===== src/rtl/pipeline_ctrl_pkg.sv =====
// Shared stall-vector layout, FSM encoding and stall-merge helper for pipeline_ctrl.
package pipeline_ctrl_pkg;

    localparam int unsigned STALL_W = 6;
    localparam int unsigned PC_W    = 32;
    localparam int unsigned FCNT_W  = 4;

    localparam int unsigned STALL_PC    = 0;
    localparam int unsigned STALL_IF_ID = 1;
    localparam int unsigned STALL_ID_EX = 2;
    localparam int unsigned STALL_EX_MEM = 3;
    localparam int unsigned STALL_MEM_WB = 4;
    localparam int unsigned STALL_WB    = 5;

    localparam logic [STALL_W-1:0] STALL_NONE = 6'b000000;
    localparam logic [STALL_W-1:0] STALL_ID   = 6'b000111;
    localparam logic [STALL_W-1:0] STALL_EX   = 6'b001111;
    localparam logic [STALL_W-1:0] STALL_MEM  = 6'b011111;

    typedef enum logic [1:0] {
        ST_RUN    = 2'd0,
        ST_FLUSH  = 2'd1,
        ST_REFILL = 2'd2
    } ctrl_state_e;

    // Deepest requesting stage wins; it freezes itself and every earlier latch.
    function automatic logic [STALL_W-1:0] merge_stall(input logic req_id,
                                                       input logic req_ex,
                                                       input logic req_mem);
        logic [STALL_W-1:0] vec;
        vec = STALL_NONE;
        if (req_mem)      vec = STALL_MEM;
        else if (req_ex)  vec = STALL_EX;
        else if (req_id)  vec = STALL_ID;
        return vec;
    endfunction

endpackage


===== src/rtl/pipeline_ctrl_stall_watchdog.sv =====
// Saturating count of consecutive stalled cycles with a sticky timeout flag.
module stall_watchdog #(
    parameter int unsigned WDOG_W     = 8,
    parameter int unsigned WDOG_LIMIT = 255
) (
    input  logic clk,
    input  logic rst,
    input  logic stall_any,
    output logic timeout
);

    localparam logic [WDOG_W-1:0] LIMIT = WDOG_W'(WDOG_LIMIT);
    localparam logic [WDOG_W-1:0] ONE   = WDOG_W'(1);

    logic [WDOG_W-1:0] cnt;

    // Timeout is set on the same edge the counter lands on LIMIT and only reset clears it.
    always_ff @(posedge clk or negedge rst) begin
        if (!rst) begin
            cnt     <= '0;
            timeout <= 1'b0;
        end else if (!stall_any) begin
            cnt <= '0;
        end else if (cnt != LIMIT) begin
            cnt <= cnt + ONE;
            if (cnt == LIMIT - ONE) begin
                timeout <= 1'b1;
            end
        end
    end

endmodule


===== src/rtl/pipeline_ctrl.sv =====
// Pipeline sequencer: stall merge, flush/redirect FSM, stall watchdog.
// Optional performance counters are built when PIPELINE_CTRL_PERF_EN is defined.
module pipeline_ctrl
    import pipeline_ctrl_pkg::*;
#(
    parameter int unsigned FLUSH_CYCLES = 1,
    parameter int unsigned WDOG_LIMIT   = 255,
    parameter int unsigned WDOG_W       = 8
) (
    input  logic               clk,
    input  logic               rst,
    input  logic               stallreq_id,
    input  logic               stallreq_ex,
    input  logic               stallreq_mem,
    input  logic               flush_req,
    input  logic [PC_W-1:0]    flush_pc,
    output logic [STALL_W-1:0] stall,
    output logic               flush,
    output logic [PC_W-1:0]    new_pc,
    output logic               new_pc_valid,
    output logic               busy,
    output logic               wdog_timeout
`ifdef PIPELINE_CTRL_PERF_EN
    ,
    output logic [31:0]        perf_stall_cycles,
    output logic [31:0]        perf_flush_count
`endif
);

    localparam logic [FCNT_W-1:0] FLUSH_LOAD = FCNT_W'(FLUSH_CYCLES - 1);
    localparam logic [FCNT_W-1:0] FCNT_ONE   = FCNT_W'(1);

    ctrl_state_e       state;
    logic [FCNT_W-1:0] fcnt;
    logic              stall_any;
    logic              flush_start;

    // Stall is a same-cycle decode of the requests, suppressed outside RUN.
    assign stall       = (state == ST_RUN) ? merge_stall(stallreq_id, stallreq_ex, stallreq_mem)
                                           : STALL_NONE;
    assign stall_any   = |stall;
    assign flush_start = (state == ST_RUN) && flush_req;

    // Flush sequencer; outputs are updated alongside the state they describe.
    always_ff @(posedge clk or negedge rst) begin
        if (!rst) begin
            state        <= ST_RUN;
            fcnt         <= '0;
            flush        <= 1'b0;
            new_pc       <= '0;
            new_pc_valid <= 1'b0;
            busy         <= 1'b0;
        end else begin
            new_pc_valid <= 1'b0;
            case (state)
                ST_RUN: begin
                    if (flush_req) begin
                        state        <= ST_FLUSH;
                        fcnt         <= FLUSH_LOAD;
                        new_pc       <= flush_pc;
                        new_pc_valid <= 1'b1;
                        flush        <= 1'b1;
                        busy         <= 1'b1;
                    end
                end
                ST_FLUSH: begin
                    if (fcnt == '0) begin
                        state <= ST_REFILL;
                        flush <= 1'b0;
                    end else begin
                        fcnt <= fcnt - FCNT_ONE;
                    end
                end
                ST_REFILL: begin
                    state <= ST_RUN;
                    busy  <= 1'b0;
                end
                default: begin
                    state <= ST_RUN;
                    flush <= 1'b0;
                    busy  <= 1'b0;
                end
            endcase
        end
    end

    stall_watchdog #(
        .WDOG_W    (WDOG_W),
        .WDOG_LIMIT(WDOG_LIMIT)
    ) u_wdog (
        .clk      (clk),
        .rst      (rst),
        .stall_any(stall_any),
        .timeout  (wdog_timeout)
    );

`ifdef PIPELINE_CTRL_PERF_EN
    // Free-running event counters, wrapping modulo 2^32.
    always_ff @(posedge clk or negedge rst) begin
        if (!rst) begin
            perf_stall_cycles <= '0;
            perf_flush_count  <= '0;
        end else begin
            if (stall_any) begin
                perf_stall_cycles <= perf_stall_cycles + 32'(1);
            end
            if (flush_start) begin
                perf_flush_count <= perf_flush_count + 32'(1);
            end
        end
    end
`else
    logic unused_flush_start;
    assign unused_flush_start = flush_start;
`endif

endmodule

===== config.mk =====
export PLATFORM = sky130hd
export DESIGN_NAME = pipeline_ctrl
export DESIGN_NICKNAME = d
export VERILOG_FILES = /design/src/rtl/pipeline_ctrl_pkg.sv /design/src/rtl/pipeline_ctrl_stall_watchdog.sv /design/src/rtl/pipeline_ctrl.sv
export SDC_FILE = /design/constraint.sdc
export NUM_CORES = 1
export LEC_CHECK = 0
export ABC_AREA = 1
export ABC_CLOCK_PERIOD_IN_PS = 1800
export BUFFER_PORTS_ARGS = -buffer_cell sky130_fd_sc_hd__buf_2
export CORE_MARGIN = 2
export CORE_UTILIZATION = 45
export CTS_CLUSTER_SIZE = 14
export DETAILED_ROUTE_END_ITERATION = 8
export PLACE_DENSITY = 0.82
export SLEW_MARGIN = 10
export SYNTH_ARGS = -nofsm -noshare
export SYNTH_HDL_FRONTEND = slang
export SYNTH_HIERARCHICAL = 1
export SYNTH_SLANG_ARGS = --single-unit

===== constraint.sdc =====
create_clock -name clk -period 1.8 [get_ports clk]
set_input_delay 0.27 -clock clk [delete_from_list [all_inputs] [get_ports clk]]
set_output_delay 0.27 -clock clk [all_outputs]
set_load 0.01 [all_outputs]

==> results of run 1 <==
## layer usage
metal  part of all wire, %  GRT usage, %  wire length (microns)  vias up
met2                    49          29.5                   2270       62
li1                      -             -                      -      942
met4                   1.1          6.55                     53        0
met1                    44          24.2                   2050      850
met3                   5.8          5.01                    269        5
met5                     0             0                      0        -
## layout make-up
cell class | instances | area share [%]
Sequential cell | 50 | 44.7
Multi-Input combinational cell | 182 | 30.3
Timing Repair Buffer | 83 | 15.8
Tap cell | 67 | 3.00
Clock buffer | 5 | 2.46
Inverter | 15 | 2.10
Clock inverter | 3 | 1.61
## cells by family (layout without fill, tap and decap cells)
family	after synthesis	count (layout)
adders and majority gates	4	4
buffers and inverters	25	106
other	1	1
DFF	50	50
and+or+nand+nor	164	164
AOI/OAI and AO/OA	12	12
xor gates and xnor gates	1	1
## sequential cells by signal (all words and copies together), names as in the netlist
name	cells
flush	1
state	2
u_wdog/cnt	8
fcnt	4
u_wdog/timeout	1
busy	1
new_pc	32
new_pc_valid	1
## critical path: stages (launching register included)
cell	delay [ns]
dfrtp_1	0.43
nor2_4	0.13
inv_1	0.09
a21oi_1	0.19
buf_2	0.17
## report_power, final
part | switching [mW] | internal, mW
registers | 0.286 | 1.58
logic | 1.15 | 0.723
clock network | 0.375 | 0.413
## stage by stage
stage | hold WS (ns) | instance area, sq um | std cells
final | 0.149 | 2800 | 405
after CTS | 0.141 | 2800 | 405
after global placement | 0.250 | 2680 | 396
after floorplan | -0.0256 | 2230 | 257
after global routing | 0.146 | 2800 | 405
after detailed placement | 0.252 | 2680 | 396
## repair_timing
item,4_1_cts,5_1_grt
hold buffers,1,0
resized for setup,0,0
hold endpoints to repair,17,0
## path summary, 6_finish.rpt
path	startpoint	to	slack, ns	depth (start not counted)
max	state[0]	stall[1]	0.22	4
min	flush_pc[8]	new_pc[8]	0.15	3
min reg2reg	u_wdog/timeout	u_wdog/timeout	0.46	2
min in group asynchronous	rst	new_pc[5]	0.44	2
max in group asynchronous	rst	new_pc[17]	0.83	3
max reg2reg	state[0]	fcnt[2]	0.50	6
## cells in the final DEF (no fill, tap or decap)
master / count
clkbuf_8: 5
bufinv_16: 1
nand2_1: 118
nand3_2: 1
nand4_1: 4
o21ai_0: 4
inv_1: 12
ha_1: 4
buf_12: 1
dfrtp_1: 50
nor2_4: 1
a31oi_1: 1
nand2_2: 3
a21oi_1: 4
conb_1: 1
nand2_4: 4
inv_4: 1
o21ai_1: 3
nand3_1: 8
inv_2: 2
clkinvlp_4: 2
nor2_1: 21
nor2_2: 1
nor2_8: 2
buf_4: 3
buf_2: 78
xor2_1: 1
or2_2: 1
dlygate4sd3_1: 1
==> results.md, run 1 <==
- Status: complete, no violations
- Cell accounting for the most synthesized area: dfrtp_1
- Root buffer cell: clkbuf_8
- Placement Setup Slack: 0.516 ns
- Synth top area share: 56.2%
- Core area: 4750 sq um
- Top cells by count, synth: nand2_1 (118), dfrtp_1 (50), nor2_1 (21)
- PD cells: about 1600 nW/um^2
- Synth Area in Adders: under 10%
- Static Leakage: ~1.6 nW
- Kind of end point of the critical path: output pin
- Residual DRC count: 0
- Largest net degree at the start of global routing: 35
- Layout cell share with drive strength beyond 1: 31.4%
- Die area: 5520 sq um
- Multi-input gate area: 848 sq um
- Avg Cell Area, Syn: 8.66 sq um
- H-tree depth: 2
- Max IR drop VDD: 0.00106 V
- Fin. max-slew vios: 0
- Post-Synthesis Cells: ~260
- Mux cell area share after synthesis: 0%
- Register area: 1250 sq um
- Unique cell type count in the Yosys netlist: 26
- Number of synthesized flops with an enable pin: 0
- Synth warnings: 6
- Post-DRT Antenna Nets: 0
- Number of global-route vias before repair: 1864
- Row cnt: 25
- Final nets: 379
- Combinational family with the most area after synthesis: simple AND/OR/NAND/NOR gates
- Critical path required time: roughly 1.5 ns
- Final period utilization: 87.5%
- Worst min path class: in2reg
- Final core utilization: 58.9%
- Routed vias: between 1500 and 2000
- Final hold vios: 0
- Setup TNS: 0 ns
- CTS tree: yes
- Area growth syn-to-layout: 25.7%
- Fillers: 433
- All-layer global routing usage: 18.4%
- Max FO, Critical Path: 4
- Worst path arrival time: ~1.3 ns
- Fin crit period: 1.58 ns
- # IOs: 80
- Critical path class: reg2out
- Synth Flop Type: dfrtp_1
- First-pass GRT wire length: ~7.7 mm
- Max-cap violations: 0
- Area contributors post-synth: dfrtp_1 (56%), nand2_1 (20%), nor2_1 (3.5%), ha_1 (2.2%), inv_1 (2.0%)
- CP startpoint kind: flop
- Number of DRC markers in iteration 0: 106
- Die width: roughly 74 microns
- Vias per std cell: 4.59
- CTS buffer count: 5
- Drt pass-1 iters: 4
- Synth Area in Compound Gates: 2.75%
- Post-synthesis sequential area ratio: a little under three fifths
- Starting Density: between 40 and 50%
- Clk_lat worst skew: approximately 0.3 ns
- HPWL Detailed: ~3.4 mm
- FMAX: 635 MHz
- Syn Std Cell Area: 2230 sq um
- Buffers on Ports: 78
- Post-Synth Simple-Gate Area: 32.5%
- CTS sink cnt: 50
- Final WS setup: 0.224 ns
- Syn nets: 299
- Flops & latches, synth: 50
- Clock-pin slew on the worst setup and hold paths: 0.10 ns
- Count leader, synth: nand2_1
- Number of antenna violations at the first check in global routing: 0
- Unrepaired setup endpoints after global routing: no
- WL final: 4.65 mm
- Synth Area in XOR/XNOR: 0.393%
- Routability cong.: 0.826
- GR Overflow Total: 0
- Post-CTS setup buffer count: 0
- Routed wire length per instance: 11.5 microns
- CTS Buffer Depth: 2
- Total chip power: 4.53 mW
- Synth async-reset ratio: 100%
- Endpoints failing setup: 0
- Die extent in y: 74.3 microns
- # diodes: 0
- Clk_skew: 0.00788 ns
Power figures use the tool's default switching activity.
==> inputs of run 2 (changes only) <==
Settings changed: ABC_CLOCK_PERIOD_IN_PS 1800 to 1500, CTS_BUF_LIST set to sky130_fd_sc_hd__clkbuf_16.
Clock period 1.8 ns to 1.5 ns, I/O delays scaled along.
==> run 2 against run 1 <==
Effect of this change: count of clock-buffer cells in the layout unchanged; critical path type unchanged; register-to-register slack worse by 0.27 ns; highest routed layer unchanged; final cell count unchanged; worst hold slack worse by 0.022 ns; largest power group is now combinational logic; clock skew decreased by 0.0019 ns; routed wire length increased by 1.7%; flip-flop and latch count stayed put; via count unchanged; combinational power up 25%; utilization increased by 1.6 points.
==> results.md, run 2 (synthesis results as in run 1) <==
- Total chip power: just under 6 mW
- R2R Setup Slk: 0.23 ns
- Smallest hold slack: 0.127 ns
- Die extent in y: 74.3 microns
- First-pass GRT wire length: 7.69 mm
- Endpoints failing setup: 0
- Fin. max-slew vios: 0
- Post-DRT Antenna Nets: 0
- Internal cell power: 3.60 mW
- Status: complete, no violations
- Largest registers: new_pc: 32 flops, u_wdog/cnt: 8 flops, fcnt: 4 flops
- Vias per std cell: 4.59
- H-tree depth: 2
- Largest register FFs: 32
- Clock-pin slew on the worst setup and hold paths: ~0.07 ns
- Hold EP: new_pc[2]
- Final nets: around 380
- FMAX: 700 MHz
- CTS tree: yes
- # IOs: 80
- Max-cap violations: 0
- Switching pwr: 2.21 mW
- Worst min path class: in2reg
- Critical path class: reg2out
- Worst path arrival time: 1.20 ns
- Register share of total power: about two fifths
- Multi-input gate area: 860 sq um
- Fillers: 430
- Register area: approximately 1300 sq um
- Max IR drop VDD: just over 0.001 V
- Buffers on Ports: 78
- Core area: 4750 sq um
- CP startpoint kind: flop
- Clk_skew: 0.00594 ns
- Residual DRC count: 0
- Routability cong.: 0.875
- Die width: 74.3 microns
- WL final: between 4 and 5 mm
- Max FO, Critical Path: 4
- R2R Path Start: state[1]
- All-layer global routing usage: 18.3%
- CTS buffer count: 5
- Routed vias: 1859
- Hold Crit Start: flush_pc[2]
- Number of global-route vias before repair: 1763
- Area growth syn-to-layout: 29.2%
- Routed wire length per instance: 11.7 microns
- Largest Register: new_pc
- Clock Power Share: a little over a fifth
- Final period utilization: a little over nine tenths
- # diodes: 0
- Static Leakage: 1.68 nW
- R2R depth: 6
- GR Overflow Total: 0
- Number of antenna violations at the first check in global routing: 0
- HPWL Detailed: 3.35 mm
- Die area: 5520 sq um
- Row cnt: 25
- Kind of end point of the critical path: output pin
- PD cells: 2020 nW/um^2
- Fin crit period: 1.43 ns
- Capturing point of the worst reg2reg path: u_wdog/cnt[0]
- Root buffer cell: clkbuf_16
- Starting Density: 46.8%
- Largest net degree at the start of global routing: 35
- Drt pass-1 iters: 4
- Layout cell share with drive strength beyond 1: 31.7%
- Gate power share: 40.1%
- Clk_lat worst skew: around 0.28 ns
- Commonest non-fill, non-tap cell in the layout: nand2_1
- Final hold vios: 0
- Critical path required time: 1.27 ns
- Most frequent cells in the layout: nand2_1 (118), buf_2 (78), dfrtp_1 (50)
- CTS sink cnt: 50
- Number of DRC markers in iteration 0: 90
- CTS Buffer Depth: 2
- Sw Share: 38.1%
- WHS Path Cells: 3
-- run 2: worst max path at each step --
| stage | startpoint | end | slack (ns) | cells after the start |
|---|---|---|---|---|
| 6_report | state[1] | stall[0] | 0.07 | 4 |
| 5_1_grt | state[0] | stall[1] | -0.002 | 4 |
| 4_1_cts | state[1] | stall[0] | 0.03 | 4 |
| 3_5_place_dp | state[1] | u_wdog/cnt[0] | 0.23 | 6 |
| 3_3_place_gp | state[1] | u_wdog/cnt[0] | 0.28 | 6 |
| 2_1_floorplan | state[1] | u_wdog/cnt[5] | 0.16 | 6 |
-- run 2: cell type report --
cell class / instances / share of cell area (%)
flip-flops and latches: 50 / 43.5
clock buffers: 5 / 4.35
clock inverters: 3 / 1.44
multi-input cells: 182 / 29.9
inverters: 15 / 2.05
well taps: 67 / 2.92
repair buffers: 83 / 15.8
-- run 2: metrics by stage --
| stage | util (%) | setup WS [ns] | area (sq um) | setup TNS [ns] | cells |
|---|---|---|---|---|---|
| final | 60.5 | 0.0712 | 2880 | 0 | 405 |
| after global routing | 60.5 | -0.00219 | 2880 | -0.00231 | 405 |
| after CTS | 60.2 | 0.0290 | 2860 | 0 | 404 |
| after detailed placement | 56.4 | 0.226 | 2680 | 0 | 395 |
| after global placement | 56.4 | 0.280 | 2680 | 0 | 395 |
| after floorplan | - | 0.164 | 2230 | 0 | 257 |
-- run 2: layer usage --
layer	up-vias	wire, microns	GRT usage, %
li1	945	-	-
met3	7	270	5.01
met2	59	2310	30.2
met4	0	64	6.75
met5	-	0	0
met1	848	2080	23.2
-- run 2: power by group through the flow --
stage	Clock, mW	Combinational (mW)	Sequential [mW]
after floorplan	0	1.27	2.43
after global placement	0	2.23	2.24
after detailed placement	0	2.31	2.23
after CTS	1.28	2.32	2.23
after global routing	1.33	2.67	2.30
final	1.25	2.33	2.23
-- run 2: worst max-delay path: stages, from the launching register on --
cell and delay, ns:
dfrtp_1 0.41, nor2_4 0.15, inv_2 0.08, a21oi_4 0.13
buf_2 0.15
-- run 2: what timing repair did --
| action | 4_1_cts | 5_1_grt |
|---|---|---|
| endpoints found under the hold margin | 17 | 0 |
| resized for setup | 1 | 2 |
| setup endpoints to repair | 3 | 3 |
| pin swaps | 0 | 0 |
| setup buffers | 0 | 1 |
| hold buffers | 1 | 0 |
